--- config.mk ---
export PLATFORM = sky130hd
export DESIGN_NAME = reload_timer
export DESIGN_NICKNAME = d
export VERILOG_FILES = /design/src/rtl/reload_timer.sv
export SDC_FILE = /design/constraint.sdc
export NUM_CORES = 1
export LEC_CHECK = 0
export ABC_AREA = 1
export ABC_CLOCK_PERIOD_IN_PS = 2380
export BUFFER_PORTS_ARGS = -buffer_cell sky130_fd_sc_hd__buf_4
export CAP_MARGIN = 20
export CORE_ASPECT_RATIO = 1.5
export CORE_MARGIN = 2
export CORE_UTILIZATION = 50
export DETAILED_ROUTE_END_ITERATION = 8
export GPL_TIMING_DRIVEN = 1
export MAX_ROUTING_LAYER = met4
export PLACE_DENSITY = 0.83
export SLEW_MARGIN = 20
export SYNTH_ARGS = -nofsm -noshare
export SYNTH_HDL_FRONTEND = slang
export SYNTH_SLANG_ARGS = --single-unit
--- constraint.sdc ---
create_clock -name clk -period 2.38 [get_ports clk]
set_input_delay 0.476 -clock clk [delete_from_list [all_inputs] [get_ports clk]]
set_output_delay 0.476 -clock clk [all_outputs]
set_load 0.02 [all_outputs]
--- src/rtl/reload_timer.sv ---
// reload_timer: loadable up/down timer with prescaler, one-shot or periodic
// auto-reload, and a registered one-cycle terminal-count pulse.
//
// Ports:
//   clk       system clock, rising edge
//   rst_n     asynchronous active-low reset
//   en        count enable; low freezes both count and prescaler
//   load_en   load/arm strobe, wins over everything else
//   load_val  reload value (0 disarms the timer into IDLE)
//   mode      captured at load: 0 one-shot, 1 periodic
//   dir       captured at load: 0 count down to 0, 1 count up to load_val
//   prescale  one step every prescale+1 enabled cycles (live value)
//   count     current count, registered
//   tc        one-cycle terminal-count pulse, registered
//   running   high while the timer is in RUN, registered
module reload_timer #(
   parameter int WIDTH         = 9,
   parameter int PRESCALE_BITS = 4
) (
   input  logic                     clk,
   input  logic                     rst_n,
   input  logic                     en,
   input  logic                     load_en,
   input  logic [WIDTH-1:0]         load_val,
   input  logic                     mode,
   input  logic                     dir,
   input  logic [PRESCALE_BITS-1:0] prescale,
   output logic [WIDTH-1:0]         count,
   output logic                     tc,
   output logic                     running
);

   typedef enum logic [1:0] {
      IDLE = 2'd0,
      RUN  = 2'd1,
      DONE = 2'd2
   } state_t;

   state_t                   state_q,   state_d;
   logic [WIDTH-1:0]         count_q,   count_d;
   logic [WIDTH-1:0]         reload_q,  reload_d;
   logic                     mode_q,    mode_d;
   logic                     dir_q,     dir_d;
   logic [PRESCALE_BITS-1:0] presc_q,   presc_d;
   logic                     tc_q,      tc_d;
   logic                     running_q, running_d;

   logic [WIDTH-1:0]         term;
   logic [WIDTH-1:0]         next_count;

   // Down counts finish at 0, up counts finish at the reload value.
   assign term       = dir_q ? reload_q : '0;
   assign next_count = dir_q ? count_q + 1'b1 : count_q - 1'b1;

   always_comb begin
      state_d  = state_q;
      count_d  = count_q;
      reload_d = reload_q;
      mode_d   = mode_q;
      dir_d    = dir_q;
      presc_d  = presc_q;
      tc_d     = 1'b0;

      if (load_en) begin
         reload_d = load_val;
         mode_d   = mode;
         dir_d    = dir;
         presc_d  = '0;
         count_d  = dir ? '0 : load_val;
         state_d  = (load_val == '0) ? IDLE : RUN;
      end else if (state_q == RUN && en) begin
         // >= rather than == so that lowering prescale mid-run steps at once
         if (presc_q >= prescale) begin
            presc_d = '0;
            if (count_q == term) begin
               // Only a periodic timer can sit at terminal while in RUN:
               // this step reloads instead of counting, silently.
               count_d = dir_q ? '0 : reload_q;
            end else begin
               count_d = next_count;
               if (next_count == term) begin
                  tc_d = 1'b1;
                  if (!mode_q) begin
                     state_d = DONE;
                  end
               end
            end
         end else begin
            presc_d = presc_q + 1'b1;
         end
      end

      running_d = (state_d == RUN);
   end

   always_ff @(posedge clk or negedge rst_n) begin
      if (!rst_n) begin
         state_q   <= IDLE;
         count_q   <= '0;
         reload_q  <= '0;
         mode_q    <= 1'b0;
         dir_q     <= 1'b0;
         presc_q   <= '0;
         tc_q      <= 1'b0;
         running_q <= 1'b0;
      end else begin
         state_q   <= state_d;
         count_q   <= count_d;
         reload_q  <= reload_d;
         mode_q    <= mode_d;
         dir_q     <= dir_d;
         presc_q   <= presc_d;
         tc_q      <= tc_d;
         running_q <= running_d;
      end
   end

   assign count   = count_q;
   assign tc      = tc_q;
   assign running = running_q;

endmodule

-- After elaboration in Yosys (flattened, before gate mapping)
Cells that the tools add are included.
- reduce and logical (&&, ||, !) cells: 5
- add/sub/neg operators: 3
- equality and inequality tests: 4
- $lt $le $gt $ge: 1
- mux-type cells: 23
- operator list (kind ; count):
    two-way mux 9 bit ; 8
    equality test 9 bit ; 2
    two-way mux 2 bit ; 6
    two-way mux 4 bit ; 3
    adder 9 x 1 -> 9 bit (second input constant) ; 1
    logical NOT 9 bit ; 1
    subtractor 9 x 1 -> 9 bit (second input constant) ; 1
    two-way mux 1 bit ; 6
    adder 4 x 1 -> 4 bit (second input constant) ; 1
    equality test 2 x 1 -> 1 bit (second input constant) ; 2
    greater-or-equal comparator 4 bit ; 1
    nonzero test 2 bit ; 2
    AND reduction 2 bit ; 1
    logical AND 1 bit ; 1
- word-level logic and storage cells: 44
- bits of input ports: 19
- flip-flop bits (word level): 28
- output and inout bits: 11

-- Longest topological paths before layout
Gate-level depths: netlist (run 1).
- depth in word-level cells: 9
- depth in mapped cells: 18
- depth with buffers taken out: 17

-- Worst setup path before layout (run 1)
OpenSTA, ideal clock, no wires.
- path type: reg-to-reg
- from: register dir_q
- to: register running_q (netlist: running)
- setup time: 0.113 ns
- data required time: 2.267 ns
- buffers on the path: 1
- arrival: 2.108 ns
- clock period less this slack: 2.221 ns
- cell stages (with the launch flop): 18
- slack: 0.159 ns
- path through: dfrtp_1 > buf_6 > inv_1 > fa_1 > nand2_1 > nand2_1 > nand3b_1 > nand2_1 > nand2_1 > nand3_1 > nand2_1 > nand2_1 > nor2_1 > nand3_1 > nand2_1 > nand2_1 > nand2_1 > inv_1
- longest elaborated chain between the ends: 8
- elaborated cells on any way between the ends: 10
- classes of those cells: 3 x eq/ne; 7 x mux
- ends and longest elaborated chain (item ; RTL line ; text):
    start, declared ; 43 ; logic dir_q, dir_d;
    start signal, assigned ; 111 ; dir_q <= dir_d;
    two-way mux 9 bit (on tied branches) ; 53, 52 ;
    equality test 9 bit ; 81 ; if (next_count == term) begin
    two-way mux 2 bit ; 81 ;
    two-way mux 2 bit * ; 75 ; if (count_q == term) begin
    two-way mux 2 bit * ; 73 ; if (presc_q >= prescale) begin
    two-way mux 2 bit * ; 71 ; end else if (state_q == RUN && en) begin
    two-way mux 2 bit * ; 64 ; if (load_en) begin
    equality test 2 x 1 -> 1 bit * ; 93 ; running_d = (state_d == RUN);
    via running_d ; 46 ; logic running_q, running_d;
    end signal, assigned ; 114 ; running_q <= running_d;
    end, declared ; 46 ;
The timed path passes the listed nets; every way through them passes the cells marked *.
A chain may end at the register's enable or synchronous reset.

-- Worst setup path in the final report (run 1)
- from: register count_q[1] (netlist: count[1])
- to: register running_q (netlist: running)
- longest elaborated chain between the ends: 9
- elaborated cells on any way between the ends: 11
- classes of those cells: 2 x add/sub; 3 x eq/ne; 6 x mux
- ends and longest elaborated chain (item ; RTL line ; text):
    start, declared ; 40 ; logic [WIDTH-1:0] count_q, count_d;
    start signal, assigned ; 108 ; count_q <= count_d;
    subtractor 9 x 1 -> 9 bit / adder 9 x 1 -> 9 bit (equally long branches) ; 53 ; assign next_count = dir_q ? count_q + 1'b1 : count_q - 1'b1;
    two-way mux 9 bit ; 53 ;
    equality test 9 bit ; 81 ;
    two-way mux 2 bit ; 81 ;
    two-way mux 2 bit * ; 75 ;
    two-way mux 2 bit * ; 73 ;
    two-way mux 2 bit * ; 71 ;
    two-way mux 2 bit * ; 64 ;
    via state_d[0] ; 39 ; state_t state_q, state_d;
    equality test 2 x 1 -> 1 bit * ; 93 ;
    via running_d ; 46 ;
Marked as above.

==> impl_metrics.py, run 1 <==
metrics = {
    "run_status": {
        "status": "finished clean",
    },
    "clock_network": {
        "clkSlewWorstSetupHoldPaths_ns": 0.10,
        "cts_hold_buf": 0,
        "cts_tree": "yes",
        "cts_buffers": 3,
        "cts_buffer_depth": 2,
        "root_buffer": "clkbuf_8",
        "cts_setup_buffers": 0,
        "htree_levels": 1,
        "cts.sinks": 28,
        "cts_resized": 0,
        "clk_latency_ns": 0.29,
    },
    "routing": {
        "ant_nets": 0,
        "routedWlPerCell_um": 13.2,
        "vias": 2322,
        "via_per_inst": 5.46,
        "wl_mm": 5.63,
        "drt_iter0_drc": 106,
        "drc_errors": 0,
        "firstDrtPassIters": 4,
    },
    "setup_path": {
        "crit_slowest_cell": "dfrtp_2",
        "r2r-start": "count[1]",
        "slowest_delay_ns": 0.46,
        "worst_setup_path_start_kind": "flop",
        "required_ns": 2.58,
        "crit_path_frequent_cell": "nand2_1",
        "r2r_end": "running",
        "cp_max_fo": 4,
        "crit_family": "simple AND/OR/NAND/NOR gates",
        "crit_arrival_ns": 2.47,
        "path_class": "reg -> reg",
        "reg2reg_depth": 15,
        "r2r_setup_slack_ns": 0.11,
        "worst-path-buf-inv": 1,
        "crit_chain": "fa_1, nand2_1, nand2_1, nand3b_1, nand2_1, nand2_1, nand3_1, nand2_1, nand2_1, nor2_2, nand3_2, nand2_1, nand2_1, nand2_1, inv_1",
        "crit_path_end_kind": "flop",
    },
    "placed_design": {
        "dp_worst_setup_slack_ns": 0.0483,
        "dp_hpwl_mm": 4.43,
        "io_buffers": 29,
        "gp_congestion": 0.972,
    },
    "floorplan": {
        "initial_core_util_pct": 50.9,
        "ioPinCount": 30,
        "dieHeight_um": 86.6,
        "num_rows": 30,
        "core_um2": 4470,
        "die_x_um": 59.1,
        "dieArea_um2": 5120,
    },
    "timing": {
        "fin_skew_ns": 0.0106,
        "slew_headroom_pct": 67.6,
        "period_needed_ns": 2.27,
        "fin_crit_sh_pct": 95.4,
        "hold_viol": 0,
        "drv_slew": 0,
        "fmax_ghz": 0.441,
        "rsz0062_at_grt": "true",
        "fin_ws_ns": 0.110,
        "setup_tns_ns": 0,
        "worstMarginPinSlew_ns": 0.482,
        "setup_violations": 0,
    },
    "power": {
        "intPower_w": 0.00128,
        "p_leak_nw": 1.49,
        "clockPowerShare_pct": 12.4,
        "combPwrFrac_pct": 60.5,
        "p_sw_share_pct": 48.2,
        "total_power_w": 0.00247,
        "max-vdd-ir-drop_mv": 0.453,
        "power.switching_w": 0.00119,
        "p_seq_share_pct": 27.0,
        "p_per_area_nw_per_um2": 931,
    },
    "final_layout": {
        "layout_commonest_cell": "nand2_1",
        "area_growth_pct": 16.4,
        "layout_common_cells": "111 x nand2_1, 59 x inv_1, 42 x nand3_1",
        "antenna_cells": 0,
        "final_nets": 410,
        "drive_above_1_share_pct": 14.3,
    },
    "yosys": {
        "yosys_warnings": 0,
        "syn_area_um2": 2270,
        "netlist-cell-type-count": 26,
        "syn_inst": 344,
        "ys_seq_area_share_pct": 30.8,
        "synth.net_count": 376,
        "syn_area_per_cell_um2": 6.61,
        "ys_seq_elements": 28,
    },
    "global_route": {
        "grt_start_max_net_pins": 40,
        "track_usage_pct": 24.7,
        "grt_pass1_wl_mm": 9.72,
        "grt-ovfl-total": 0,
        "antenna_found_initial": 0,
        "grt_pass1_vias": 2343,
    },
    "job": {
        "maxCapViolCount": 0,
    },
    "min_path": {
        "hp-class": "in -> async",
    },
}
[sequential cells by signal, indices dropped and copies added, names as in the netlist]
register	cells
state_q	2
presc_q	4
count	9
tc	1
reload_q	9
dir_q	1
mode_q	1
running	1
[metal layers]
| metal | vias to the layer above | track usage, % | share of wire (%) |
|---|---|---|---|
| met5 | - | - | 0 |
| met4 | 0 | 11.4 | 3.3 |
| met3 | 19 | 2.99 | 3.7 |
| met2 | 55 | 43.5 | 53 |
| met1 | 1090 | 26.9 | 41 |
| li1 | 1158 | - | - |
[power by group through the flow]
stage               Clock (W)  Sequential, W  Combinational (W)
floorplan                   0       0.000728            0.00100
detailed placement          0       0.000672            0.00146
CTS                  0.000304       0.000663            0.00147
global placement            0       0.000672            0.00142
global route         0.000321       0.000678            0.00171
finish               0.000307       0.000666            0.00149
[cell families after synthesis]
group | share of synthesized area [%]
adder cells (fa/ha/maj) | 7.48
buffers and inverters | 11.6
AO/OA/AOI/OAI | 7.54
AND/OR/NAND/NOR | 38.4
flip-flops | 30.8
XOR/XNOR | 4.24
[cells in the mapped netlist]
library cell / count / area share [%]
nand3b_1: 5 / 1.7
nand2_1: 112 / 18
nand4_1: 5 / 1.4
a22oi_1: 3 / 0.99
nor4_1: 2 / 0.55
o21ai_0: 11 / 2.4
xor2_1: 10 / 3.9
inv_1: 60 / 9.9
o21bai_1: 1 / 0.33
a21oi_1: 6 / 1.3
buf_6: 1 / 0.50
buf_1: 1 / 0.16
xnor2_1: 1 / 0.39
nor4_4: 2 / 1.9
fa_1: 1 / 0.88
dfrtp_1: 28 / 31
nand3_1: 43 / 9.5
ha_1: 12 / 6.6
and3_1: 1 / 0.28
nand2_4: 1 / 0.50
nand2_2: 1 / 0.28
nor2_1: 21 / 3.5
clkbuf_1: 5 / 0.83
nor2_4: 1 / 0.50
a31oi_1: 9 / 2.5
clkinv_1: 1 / 0.16
[layout make-up]
type                            count  area [µm²]
Multi-Input combinational cell    248        1330
Clock buffer                        4        55.1
Tap cell                           48        60.1
Sequential cell                    28         702
Inverter                           61         229
Fill cell                         436        1820
Timing Repair Buffer               36         270
[worst register-to-register path: stages (launching register included)]
cell      delay (ns)
dfrtp_2         0.46
fa_1            0.44
nand2_1         0.13
nand2_1         0.12
nand3b_1        0.18
nand2_1         0.10
nand2_1         0.09
nand3_1         0.07
nand2_1         0.06
nand2_1         0.07
nor2_2          0.14
nand3_2         0.10
nand2_1         0.07
nand2_1         0.07
nand2_1         0.07
inv_1           0.03
[stage by stage]
stage	hold slack (ns)	utilization, %	area, µm²	instances
6_report	0.101	59.3	2650	425
5_1_grt	0.125	59.3	2650	425
4_1_cts	0.113	58.8	2630	425
3_5_place_dp	0.419	57.6	2570	421
3_3_place_gp	0.414	57.6	2570	421
2_1_floorplan	0.180	-	2270	344
[worst max-delay path by stage]
stage | startpoint | endpoint | slack, ns | depth (start not counted)
global route | dir_q | running | -0.02 | 18
finish | count[1] | running | 0.11 | 15
detailed placement | prescale[3] | count[6] | 0.05 | 12
floorplan | dir_q | running | 0.16 | 17
global placement | prescale[1] | count[1] | 0.11 | 13
CTS | count[1] | running | 0.04 | 15
No activity file was read; power rests on OpenSTA's default activity.
==> run 2, diff against run 1 <==
--- a/config.mk
+++ b/config.mk
@@ -11,11 +11,11 @@
 export CAP_MARGIN = 20
 export CORE_ASPECT_RATIO = 1.5
 export CORE_MARGIN = 2
-export CORE_UTILIZATION = 50
+export CORE_UTILIZATION = 46
 export DETAILED_ROUTE_END_ITERATION = 8
 export GPL_TIMING_DRIVEN = 1
 export MAX_ROUTING_LAYER = met4
-export PLACE_DENSITY = 0.83
+export PLACE_DENSITY = 0.76
 export SLEW_MARGIN = 20
 export SYNTH_ARGS = -nofsm -noshare
 export SYNTH_HDL_FRONTEND = slang
==> run 2 against run 1 <==
Critical path depth is the same; via count shrank 1.5%; sequential share of layout area shrank 0.91 points; final cell count grew 4.7%; largest cell class unchanged; highest routed layer unchanged.
==> impl_metrics.py, run 2 (synthesis results as in run 1) <==
metrics = {
    "floorplan": {
        "ioPinCount": 30,
        "die_x_um": 61.4,
        "initial_core_util_pct": 47.3,
        "dieHeight_um": 90.1,
        "num_rows": 31,
        "dieArea_um2": 5540,
        "core_um2": 4810,
    },
    "setup_path": {
        "crit_path_end_kind": "flop",
        "r2r_setup_slack_ns": 0.05,
        "slowest_delay_ns": 0.61,
        "required_ns": 2.57,
        "crit_slowest_cell": "fa_2",
        "crit_path_frequent_cell": "nand2_1",
        "reg2reg_depth": 15,
        "crit_arrival_ns": 2.52,
        "worst_setup_path_start_kind": "flop",
        "crit_chain": "inv_4, fa_2, inv_2, nand3_2, nand3_2, nor2_2, nand3_1, nor2_1, nand2_1, nor2_2, nand3_2, nand2_1, nand2_1, nand2_1, inv_1",
        "path_class": "reg -> reg",
        "cp_max_fo": 7,
    },
    "global_route": {
        "track_usage_pct": 22.9,
        "antenna_found_initial": 0,
        "grt-ovfl-total": 0,
        "grt_start_max_net_pins": 40,
        "grt_pass1_wl_mm": 9.65,
        "grt_pass1_vias": 2155,
    },
    "timing": {
        "slew_headroom_pct": 67.0,
        "fmax_ghz": 0.429,
        "fin_skew_ns": 0.00283,
        "period_needed_ns": 2.33,
        "hold_viol": 0,
        "rsz0062_at_grt": "true",
        "drv_slew": 0,
        "fin_crit_sh_pct": 98.0,
        "hold_ws_ns": 0.0990,
        "worstMarginPinSlew_ns": 0.491,
        "setup_tns_ns": 0,
        "setup_violations": 0,
    },
    "clock_network": {
        "clkSlewWorstSetupHoldPaths_ns": 0.10,
        "root_buffer": "clkbuf_8",
        "cts_buffer_depth": 2,
        "htree_levels": 1,
        "cts_tree": "yes",
        "clk_latency_ns": 0.28,
        "cts_buffers": 3,
        "cts.sinks": 28,
    },
    "routing": {
        "via_per_inst": 5.14,
        "drc_errors": 0,
        "firstDrtPassIters": 6,
        "ant_nets": 0,
        "wl_mm": 5.68,
        "drt_iter0_drc": 142,
        "routedWlPerCell_um": 12.8,
        "vias": 2287,
    },
    "placed_design": {
        "placed_area_um2": 2580,
        "io_buffers": 29,
        "dp_hpwl_mm": 4.28,
        "gp_congestion": 0.908,
    },
    "final_layout": {
        "area_growth_pct": 20.5,
        "final_nets": 412,
        "layout_common_cells": "109 x nand2_1, 57 x inv_1, 40 x nand3_1",
        "final_area_um2": 2740,
        "drive_above_1_share_pct": 17.4,
        "antenna_cells": 0,
        "layout_commonest_cell": "nand2_1",
    },
    "min_path": {
        "hp-class": "in -> async",
    },
    "power": {
        "max-vdd-ir-drop_mv": 0.525,
        "p_per_area_nw_per_um2": 951,
        "p_leak_nw": 1.51,
    },
    "run_status": {
        "status": "finished clean",
    },
    "job": {
        "maxCapViolCount": 0,
    },
}
## run 2: report_power, final
part           internal, W  switching, W  total, W
clock             0.000226      0.000158  0.000383
combinational     0.000592      0.000961   0.00155
sequential        0.000568      0.000102  0.000670
total              0.00139       0.00122   0.00261
## run 2: routing by layer
| layer | share of wire (%) | global-route usage (%) | wire length [µm] | vias to the layer above |
|---|---|---|---|---|
| met5 | 0 | - | 0 | - |
| met4 | 3.9 | 9.75 | 221 | 0 |
| met3 | 2.4 | 1.01 | 137 | 15 |
| met2 | 52 | 37.3 | 2980 | 46 |
| met1 | 41 | 28.8 | 2340 | 1055 |
| li1 | - | - | - | 1171 |
## run 2: worst max-delay path: cells and delay by family (launching register included)
kind | cells | cell delay [ns]
and+or+nand+nor | 11 | 1.06
DFF | 1 | 0.41
buffers and inverters | 3 | 0.16
adders and majority gates | 1 | 0.61
## run 2: path summary, 6_finish.rpt
path / end / from
min in group clk: mode_q / mode
hold reg to reg: reload_q[2] / reload_q[2]
max in group asynchronous: count[1] / rst_n
hold / removal: presc_q[1] / rst_n
setup / recovery: running / dir_q
setup reg to reg: running / dir_q
## run 2: what timing repair did
action | 4_1_cts | 5_1_grt
gates resized for setup | 1 | 19
pin swaps | 0 | 12
endpoints found under the hold margin | 0 | 0
endpoints found under the setup margin | 1 | 4
setup buffers | 0 | 4
hold buffers | 0 | 0
## run 2: through the flow
step	power, W	setup slack, ns	instances	utilization, %
final	0.00261	0.0486	445	57.0
after detailed placement	0.00211	0.0478	437	53.6
after global placement	0.00208	0.103	437	53.6
after floorplan	0.00173	0.159	344	-
after global routing	0.00288	-0.143	445	57.0
after CTS	0.00250	0.0359	441	55.1
## run 2: layout make-up
cell class                      instances  area (µm²)
Clock inverter                          1        30.0
Clock buffer                            3        41.3
Sequential cell                        28         702
Fill cell                             489        2070
Inverter                               61         231
Tap cell                               66        82.6
Multi-Input combinational cell        248        1370
Timing Repair Buffer                   38         285
